[src/rtl/wb_mem_arbiter.sv]
// Two-master round-robin Wishbone classic arbiter in front of a single memory slave port.
// Optional slave watchdog enabled by defining WB_ARB_WDT_EN.
module wb_mem_arbiter #(
  parameter int unsigned AW      = 16,
  parameter int unsigned TIMEOUT = 255
) (
  input  logic          i_clk,
  input  logic          i_rst,
  // master 0
  input  logic [AW-3:0] i_m0_adr,
  input  logic [31:0]   i_m0_dat,
  input  logic [3:0]    i_m0_sel,
  input  logic          i_m0_we,
  input  logic          i_m0_cyc,
  input  logic          i_m0_stb,
  output logic [31:0]   o_m0_rdt,
  output logic          o_m0_ack,
  output logic          o_m0_err,
  // master 1
  input  logic [AW-3:0] i_m1_adr,
  input  logic [31:0]   i_m1_dat,
  input  logic [3:0]    i_m1_sel,
  input  logic          i_m1_we,
  input  logic          i_m1_cyc,
  input  logic          i_m1_stb,
  output logic [31:0]   o_m1_rdt,
  output logic          o_m1_ack,
  output logic          o_m1_err,
  // slave
  output logic [AW-3:0] o_s_adr,
  output logic [31:0]   o_s_dat,
  output logic [3:0]    o_s_sel,
  output logic          o_s_we,
  output logic          o_s_cyc,
  output logic          o_s_stb,
  input  logic [31:0]   i_s_rdt,
  input  logic          i_s_ack,
  input  logic          i_s_err,
  output logic [1:0]    o_grant
);

  if (TIMEOUT < 2) begin : g_timeout_chk
    $error("wb_mem_arbiter: TIMEOUT must be >= 2");
  end

  typedef enum logic [1:0] {
    StIdle,
    StGnt0,
    StGnt1
  } state_e;

  state_e     state_q;
  logic       last_q;
  logic [1:0] grant_q;

`ifdef WB_ARB_WDT_EN
  localparam int unsigned CntW = $clog2(TIMEOUT + 1);

  logic [CntW-1:0] wdt_cnt_q;
  logic            err_q;
  logic            errm_q;
  logic            wdt_expired;

  assign wdt_expired = (wdt_cnt_q == CntW'(TIMEOUT));
`endif

  always_ff @(posedge i_clk) begin
    if (i_rst) begin
      state_q   <= StIdle;
      last_q    <= 1'b1;
      grant_q   <= 2'b00;
`ifdef WB_ARB_WDT_EN
      wdt_cnt_q <= '0;
      err_q     <= 1'b0;
      errm_q    <= 1'b0;
`endif
    end else begin
`ifdef WB_ARB_WDT_EN
      err_q <= 1'b0;
      // Counter runs only while a strobe waits; any slave response restarts it.
      if (state_q != StIdle) begin
        if (i_s_ack || i_s_err) begin
          wdt_cnt_q <= '0;
        end else if (o_s_stb) begin
          wdt_cnt_q <= wdt_cnt_q + CntW'(1);
        end
      end
`endif
      unique case (state_q)
        StIdle: begin
          if (i_m0_cyc && (!i_m1_cyc || last_q)) begin
            state_q <= StGnt0;
            last_q  <= 1'b0;
            grant_q <= 2'b01;
`ifdef WB_ARB_WDT_EN
            wdt_cnt_q <= '0;
`endif
          end else if (i_m1_cyc) begin
            state_q <= StGnt1;
            last_q  <= 1'b1;
            grant_q <= 2'b10;
`ifdef WB_ARB_WDT_EN
            wdt_cnt_q <= '0;
`endif
          end
        end
        StGnt0: begin
`ifdef WB_ARB_WDT_EN
          if (wdt_expired) begin
            state_q <= StIdle;
            grant_q <= 2'b00;
            err_q   <= 1'b1;
            errm_q  <= 1'b0;
          end else
`endif
          if (!i_m0_cyc) begin
            state_q <= StIdle;
            grant_q <= 2'b00;
          end
        end
        StGnt1: begin
`ifdef WB_ARB_WDT_EN
          if (wdt_expired) begin
            state_q <= StIdle;
            grant_q <= 2'b00;
            err_q   <= 1'b1;
            errm_q  <= 1'b1;
          end else
`endif
          if (!i_m1_cyc) begin
            state_q <= StIdle;
            grant_q <= 2'b00;
          end
        end
        default: begin
          state_q <= StIdle;
          grant_q <= 2'b00;
        end
      endcase
    end
  end

  assign o_grant = grant_q;

  // Slave side is a pure mux of the granted master; responses are gated by grant.
  always_comb begin
    o_s_adr  = '0;
    o_s_dat  = '0;
    o_s_sel  = '0;
    o_s_we   = 1'b0;
    o_s_cyc  = 1'b0;
    o_s_stb  = 1'b0;
    o_m0_rdt = '0;
    o_m0_ack = 1'b0;
    o_m0_err = 1'b0;
    o_m1_rdt = '0;
    o_m1_ack = 1'b0;
    o_m1_err = 1'b0;
    unique case (state_q)
      StGnt0: begin
        o_s_adr  = i_m0_adr;
        o_s_dat  = i_m0_dat;
        o_s_sel  = i_m0_sel;
        o_s_we   = i_m0_we;
        o_s_cyc  = i_m0_cyc;
        o_s_stb  = i_m0_stb;
        o_m0_rdt = i_s_rdt;
        o_m0_ack = i_s_ack;
        o_m0_err = i_s_err;
      end
      StGnt1: begin
        o_s_adr  = i_m1_adr;
        o_s_dat  = i_m1_dat;
        o_s_sel  = i_m1_sel;
        o_s_we   = i_m1_we;
        o_s_cyc  = i_m1_cyc;
        o_s_stb  = i_m1_stb;
        o_m1_rdt = i_s_rdt;
        o_m1_ack = i_s_ack;
        o_m1_err = i_s_err;
      end
      default: ;
    endcase
`ifdef WB_ARB_WDT_EN
    // Timeout error is reported in the idle cycle following the forced release.
    if (err_q) begin
      if (errm_q) begin
        o_m1_err = 1'b1;
      end else begin
        o_m0_err = 1'b1;
      end
    end
`endif
  end

endmodule

[config.mk]
export PLATFORM = sky130hd
export DESIGN_NAME = wb_mem_arbiter
export DESIGN_NICKNAME = d
export VERILOG_FILES = /design/src/rtl/wb_mem_arbiter.sv
export SDC_FILE = /design/constraint.sdc
export NUM_CORES = 1
export LEC_CHECK = 0
export ABC_AREA = 0
export CORE_AREA = 3 3 102 104
export DETAILED_ROUTE_END_ITERATION = 16
export DIE_AREA = 0 0 105 107
export PLACE_DENSITY_LB_ADDON = 0.05
export SYNTH_ARGS = -nofsm -noshare
export SYNTH_HDL_FRONTEND = slang
export SYNTH_SLANG_ARGS = --single-unit
[constraint.sdc]
create_clock -name i_clk -period 1.7 [get_ports i_clk]
set_input_delay 0.34 -clock i_clk [delete_from_list [all_inputs] [get_ports i_clk]]
set_output_delay 0.34 -clock i_clk [all_outputs]
set_load 0.01 [all_outputs]
---- Yosys cells after proc, flatten, opt, wreduce, memory -nomap -nowiden ----
Index checks and enable logic that the tools add are counted.
operators by class
  equality and inequality tests ........... 5
  multiplexer cells ....................... 19
  reduce and logical (&&, ||, !) cells .... 7
operators with widths
  kind                                                              number
  32-bit two-way mux                                                2
  32-bit case mux with 2 select lines                               1
  14-bit case mux with 2 select lines                               1
  2-bit two-way mux                                                 4
  4-bit case mux with 2 select lines                                1
  1-bit two-way mux                                                 6
  1-bit case mux with 2 select lines                                3
  2-bit case mux with 3 select lines                                1
  2-bit inequality test (second input constant)                     2
  3-bit inequality test (second input constant)                     1
  3-bit AND reduction                                               1
  2-bit by 1-bit == test with 1-bit output (second input constant)  1
  2-bit == test (second input constant)                             1
  2-bit zero test                                                   1
  2-bit AND reduction                                               1
  2-bit nonzero test                                                1
  1-bit logical AND                                                 1
  1-bit zero test                                                   1
  1-bit logical OR                                                  1
storage, ports and cells
  flip-flop bits (word level) ............. 3
  input bits .............................. 142
  output and inout port bits .............. 123

---- Logic depth before layout (Yosys ltp) ----
Gate-level depths: netlist of the first run.
  depth after elaboration ................. 5
  gate-level depth with buffers ........... 7
  depth with buffers taken out ............ 5

---- Worst setup path before layout of the first run ----
OpenSTA, ideal clock, no wires.
  path type ............................... flip-flop to output port
  start ................................... register, netlist name o_grant[0]
  end ..................................... output o_s_adr[13]
  data arrival time ....................... 1336 ps
  data required time ...................... 1360 ps
  setup slack ............................. 24 ps
  cell stages (with the launch flop) ...... 8
  buffers on the path ..................... 3
  cells stage by stage .................... dfxtp_1 > inv_1 > ha_1 > buf_6 > buf_4 > buf_4 > a22oi_1 > nor2b_1
RTL lines
  what           line  RTL
  end, declared  30    output logic [AW-3:0] o_s_adr,

==> results_dict.tcl, run 1 <==
set metrics [dict create \
    synth_edf_count 0 \
    cts_buffer_depth 2 \
    violations "setup timing" \
    critPathMaxFanout 8 \
    cts_sinks 3 \
    max_freq_ghz 0.517 \
    drive_above_1_share 0.656 \
    pre_cts_ws_ns -0.433 \
    num_io_pins 265 \
    hp-class "reg -> reg" \
    synth.top_cell.area_share 0.285 \
    syn_to_final_growth_pct 291 \
    drt-total-wl_um 12300 \
    finalSetupViolations 110 \
    vdd_drop_max_v 0.000441 \
    grt_pass1_vias 2971 \
    die_height_um 107 \
    drtIter0Drc 86 \
    required_ns 1.36 \
    syn-num-nets 364 \
    dp_hpwl_um 8140 \
    fin_crit_sh 1.14 \
    cellPowerDensity_nw_per_um2 467 \
    finalMaxSlewViolations 0 \
    status "finished with violations" \
    cp_cell_sequence "inv_4, ha_4, buf_16, buf_6, a22oi_4, and2b_1, buf_2" \
    grt_pass1_wl_um 17100 \
    netlist_top_cells_area "and2_1, a22oi_1, nor2b_1, dfxtp_1, buf_2" \
    antenna_found_initial 0 \
    via_per_inst 4.32 \
    drc 0 \
    io_buffer_count 264 \
    dr.pass1.iters 4 \
    gr-total-overflow 0 \
    vias 2917 \
    grt_max_degree 32 \
    yosys.cell_types.count 22 \
    finalWeightedCongestion 0.724 \
    path_delay_family "buffers and inverters" \
    path_buf_inv 4 \
    cts_root_buf "clkbuf_8" \
    syn_area_um2 1500 \
    grt_usage 0.191 \
    avgRoutedWirePerCell_um 18.2 \
    cts_tree "built" \
    final_area_um2 5840 \
    htreeDepth 1 \
    yosysWarnings 0 \
    register_area_um2 67.6 \
    numCtsBuffers 3 \
    n_antenna_cell 0 \
    ys.flop_type "dfxtp_1" \
    clkLatencyLatePin_ns 0.22 \
    final.setup.worst_slack_ns -0.236 \
    maxCapViolations 0 \
    finalClockSkew_ns 0.00545 \
    netlist.top_cell.by_area "and2_1" \
    chipWidth_um 105 \
    initial_core_util 0.155 \
    syn_inst 219 \
    tightest_slew_ns 0.268 \
    synth_seq_cells 3 \
    end_kind "output port" \
    worst_setup_path_start_kind "flop" \
    worstSetupPathType "reg -> out" \
    arrival_ns 1.60 \
    synth_most_common_cell "and2_1" \
    multiInputGateArea_um2 1900 \
    nets 689 \
    dieArea_um2 11200 \
    rows 36 \
    min_period_ns 1.94 \
    nFillCells 873 \
    synth.top_cells.by_count "and2_1, a22oi_1, nor2b_1" \
    holdWs_ns 0.576 \
    cpPeakStageDelay_ns 0.37 \
    core-area_um2 9640 \
    rsz0062_at_grt "true" \
    synthArstFlopShare 0 \
    slew_headroom 0.821 \
    ant_nets 0 \
    dpl_cell_area_um2 4430 \
    avgSynthCellArea_um2 6.83 \
    hold_violations 0 \
    clkTransAtPathRegs_ns 0.03 \
    leakage_nw 2.45 \
    critPathSlowestCell "dfxtp_4" \
    ys_seq_area_frac 0.0402 \
]
tightest hold or removal path: cells and delay by family, from the launching register on:
family          cells  cell delay [ns]
compound gates      1             0.16
flops               1             0.29
buf+inv             1             0.10
placed cells by master (no fill, tap or decap), types with 2 or more instances in the layout:
cell             netlist  final
buf_16                 0      6
buf_8                  0     10
a22oi_2                0     52
buf_12                 0     13
inv_4                  0      2
clkdlybuf4s50_1        0    143
nor2b_2                0      9
ha_4                   0      3
and2_1                68      5
clkbuf_8               0      3
buf_4                  4     19
nor2b_4                0     16
o32ai_2                1      2
and2_4                 0     63
buf_2                  9     43
a21oi_1                2      2
inv_1                  4      2
dfxtp_4                0      2
clkbuf_16              0      2
nor2b_1               52     27
buf_6                  1    109
final cells by class:
type,instances,area share
Sequential cell,3,0.0116
Clock buffer,4,0.00771
Tap cell,133,0.0285
Multi-Input combinational cell,187,0.326
Timing Repair Buffer,345,0.623
Inverter,4,0.00343
stage by stage:
| step | util | TNS [ns] | power, mW | cells |
|---|---|---|---|---|
| 2_1_floorplan | - | 0 | 0.689 | 219 |
| 3_3_place_gp | 0.459 | -30.88 | 1.60 | 611 |
| 3_5_place_dp | 0.459 | -33.13 | 1.61 | 611 |
| 4_1_cts | 0.556 | -12.83 | 2.49 | 674 |
| 5_1_grt | 0.606 | -20.52 | 2.88 | 676 |
| 6_report | 0.606 | -13.98 | 2.73 | 676 |
power breakdown:
| group | internal (mW) | switching [mW] | total (mW) |
|---|---|---|---|
| clock network | 0.160 | 0.0484 | 0.208 |
| registers | 0.0810 | 0.0110 | 0.0919 |
| logic | 1.55 | 0.878 | 2.43 |
| total | 1.79 | 0.937 | 2.73 |
state kept, by name (all words and copies together), names as in the netlist:
register  flops
o_grant       2
last_q        1
what timing repair did:
item / in CTS / in global routing
hold buffers: 0 / 0
gates cloned: 13 / 2
buffers inserted: 46 / 8
pin swaps: 34 / 7
setup endpoints to repair: 121 / 123
resized for setup: 667 / 132
path summary, 6_finish.rpt:
check	startpoint	endpoint	slack [ns]	depth (start not counted)
max reg2reg	o_grant[0]	o_grant[1]	-0.04	9
max	o_grant[0]	o_s_cyc	-0.24	7
min	last_q	last_q	0.58	2
min reg2reg	last_q	last_q	0.58	2
metal layers:
metal / track usage / part of all wire
met1: 0.199 / 0.35
met2: 0.389 / 0.58
met3: 0.0494 / 0.070
met4: 0.0234 / 0.0032
met5: 0 / 0
cells by family (layout without fill, tap and decap cells):
group | count (synthesis) | after routing | synth area share
buffers and inverters | 29 | 353 | 0.0996
flip-flops | 3 | 3 | 0.0402
adder cells (fa/ha/maj) | 3 | 3 | 0.0251
AND/OR/NAND/NOR | 124 | 124 | 0.519
AO/OA/AOI/OAI | 60 | 60 | 0.316
No activity file was read; power rests on OpenSTA's default activity.
==> run 2: changes to the inputs <==
--- a/config.mk
+++ b/config.mk
@@ -9,6 +9,7 @@
 export CORE_AREA = 3 3 102 104
 export DETAILED_ROUTE_END_ITERATION = 16
 export DIE_AREA = 0 0 105 107
+export MAX_ROUTING_LAYER = met4
 export PLACE_DENSITY_LB_ADDON = 0.05
 export SYNTH_ARGS = -nofsm -noshare
 export SYNTH_HDL_FRONTEND = slang
==> results_dict.tcl, run 2 (synthesis gave the netlist of run 1 again) <==
set metrics [dict create \
    htreeDepth 1 \
    cts_buffer_depth 2 \
    cts_hold_buf 0 \
    layout_common_cells "clkdlybuf4s50_1, buf_6, and2_4, a22oi_2, buf_2" \
    cts_sinks 3 \
    rr_worst_depth 9 \
    clkLatencyLatePin_ns 0.22 \
    r2r_end "o_grant[1]" \
    dp_hpwl_um 8140 \
    initial_core_util 0.155 \
    dr.pass1.iters 4 \
    gr-total-overflow 0 \
    finalSetupViolations 110 \
    hp-class "reg -> reg" \
    finalWeightedCongestion 0.733 \
    chipWidth_um 105 \
    vias 2934 \
    cts_root_buf "clkbuf_8" \
    slew_headroom 0.821 \
    clkTransAtPathRegs_ns 0.03 \
    ant_nets 0 \
    io_buffer_count 264 \
    finalMaxSlewViolations 0 \
    maxCapViolations 0 \
    fin_crit_sh 1.14 \
    rows 36 \
    vdd_drop_max_v 0.000441 \
    finalNonFillerCells 676 \
    pre_cts_ws_ns -0.433 \
    dieArea_um2 11200 \
    drtIter0Drc 92 \
    syn_to_final_growth_pct 290 \
    placed_cells 611 \
    grt_max_degree 32 \
    rsz0062_at_grt "true" \
    grt_pass1_vias 2971 \
    hp-start "last_q" \
    min_period_ns 1.94 \
    grt_pass1_wl_um 17100 \
    cts_tree "built" \
    antenna_found_initial 0 \
    r2r_slack_ns -0.04 \
    drt-total-wl_um 12300 \
    mostFrequentLayoutCell "clkdlybuf4s50_1" \
    nets 689 \
    leakage_nw 2.45 \
    min_to "last_q" \
    hold_violations 0 \
    required_ns 1.36 \
    grt_usage 0.196 \
    tightest_slew_ns 0.268 \
    finalClockSkew_ns 0.00546 \
    core-area_um2 9640 \
    nFillCells 876 \
    critPathMaxFanout 8 \
    numCtsBuffers 3 \
    status "finished with violations" \
    largest_register_ffs 2 \
    final.setup.worst_slack_ns -0.236 \
    arrival_ns 1.60 \
    avgRoutedWirePerCell_um 18.2 \
    worst_setup_path_start_kind "flop" \
    n_antenna_cell 0 \
    via_per_inst 4.34 \
    register_area_um2 67.6 \
    whs_path_depth 2 \
    die_height_um 107 \
    r2r_start "o_grant[0]" \
    drive_above_1_share 0.656 \
    violations "setup timing" \
    max_freq_ghz 0.517 \
    cellPowerDensity_nw_per_um2 468 \
    num_io_pins 265 \
    worstSetupPathType "reg -> out" \
    drc 0 \
    end_kind "output port" \
    multiInputGateArea_um2 1900 \
]
==> run 2: cell counts in the layout (fill, tap and decap cells not counted) <==
No cell type changed its count.
==> run 2: worst max path at each step <==
stage          cells after the start  slack (ns)           to       start
6_report                           7       -0.24      o_s_cyc  o_grant[0]
5_1_grt                            7       -0.29      o_s_cyc  o_grant[0]
4_1_cts                            7       -0.25   o_s_sel[3]  o_grant[0]
3_5_place_dp                       5       -0.43   o_s_sel[3]  o_grant[0]
3_3_place_gp                       7       -0.40  o_s_dat[25]  o_grant[1]
2_1_floorplan                      7        0.02  o_s_adr[13]  o_grant[0]
==> run 2: repair_timing <==
item	4_1_cts	5_1_grt
cloned	13	2
buffers inserted	46	8
resized for setup	667	128
pin swaps	34	7
endpoints found under the setup margin	121	123
==> run 2: critical path: stages (launching register included) <==
cell,delay [ns]
dfxtp_4,0.37
inv_4,0.04
ha_4,0.23
buf_16,0.16
buf_6,0.11
a22oi_4,0.15
and2b_1,0.19
buf_2,0.13
==> run 2: final cells by class <==
class / count / area share
clock buffers: 4 / 0.00772
well taps: 133 / 0.0285
inverters: 4 / 0.00343
flip-flops and latches: 3 / 0.0116
multi-input cells: 187 / 0.325
repair buffers: 345 / 0.623
==> run 2: metrics by stage <==
step	hold WS (ns)	utilization	TNS, ns	total power [mW]	area [um^2]
final	0.576	0.605	-14.10	2.73	5830
after global routing	0.623	0.605	-20.53	2.88	5830
after CTS	0.573	0.556	-12.83	2.49	5360
after detailed placement	0.565	0.459	-33.13	1.61	4430
after global placement	0.555	0.459	-30.88	1.60	4430
after floorplan	0.451	-	0	0.689	1500
==> run 2: power by group <==
part / switching [mW] / internal, mW / total (mW)
Clock: 0.0484 / 0.160 / 0.208
Sequential: 0.0110 / 0.0810 / 0.0919
Combinational: 0.878 / 1.55 / 2.43
Total: 0.938 / 1.79 / 2.73
==> run 2: metal layers <==
metal | vias to the layer above | global-route usage | routed length, um
met5 | - | - | 0
met4 | 0 | 0.0234 | 39
met3 | 2 | 0.0439 | 812
met2 | 147 | 0.389 | 7060
met1 | 1374 | 0.203 | 4390
li1 | 1411 | - | -
==> run 3: changes to the inputs <==
--- a/config.mk
+++ b/config.mk
@@ -11,6 +11,7 @@
 export DIE_AREA = 0 0 105 107
 export MAX_ROUTING_LAYER = met4
 export PLACE_DENSITY_LB_ADDON = 0.05
+export SLEW_MARGIN = 15
 export SYNTH_ARGS = -nofsm -noshare
 export SYNTH_HDL_FRONTEND = slang
 export SYNTH_SLANG_ARGS = --single-unit
==> results of run 3 <==
Same layout as run 2: the final DEF is identical, and so are final timing and power.
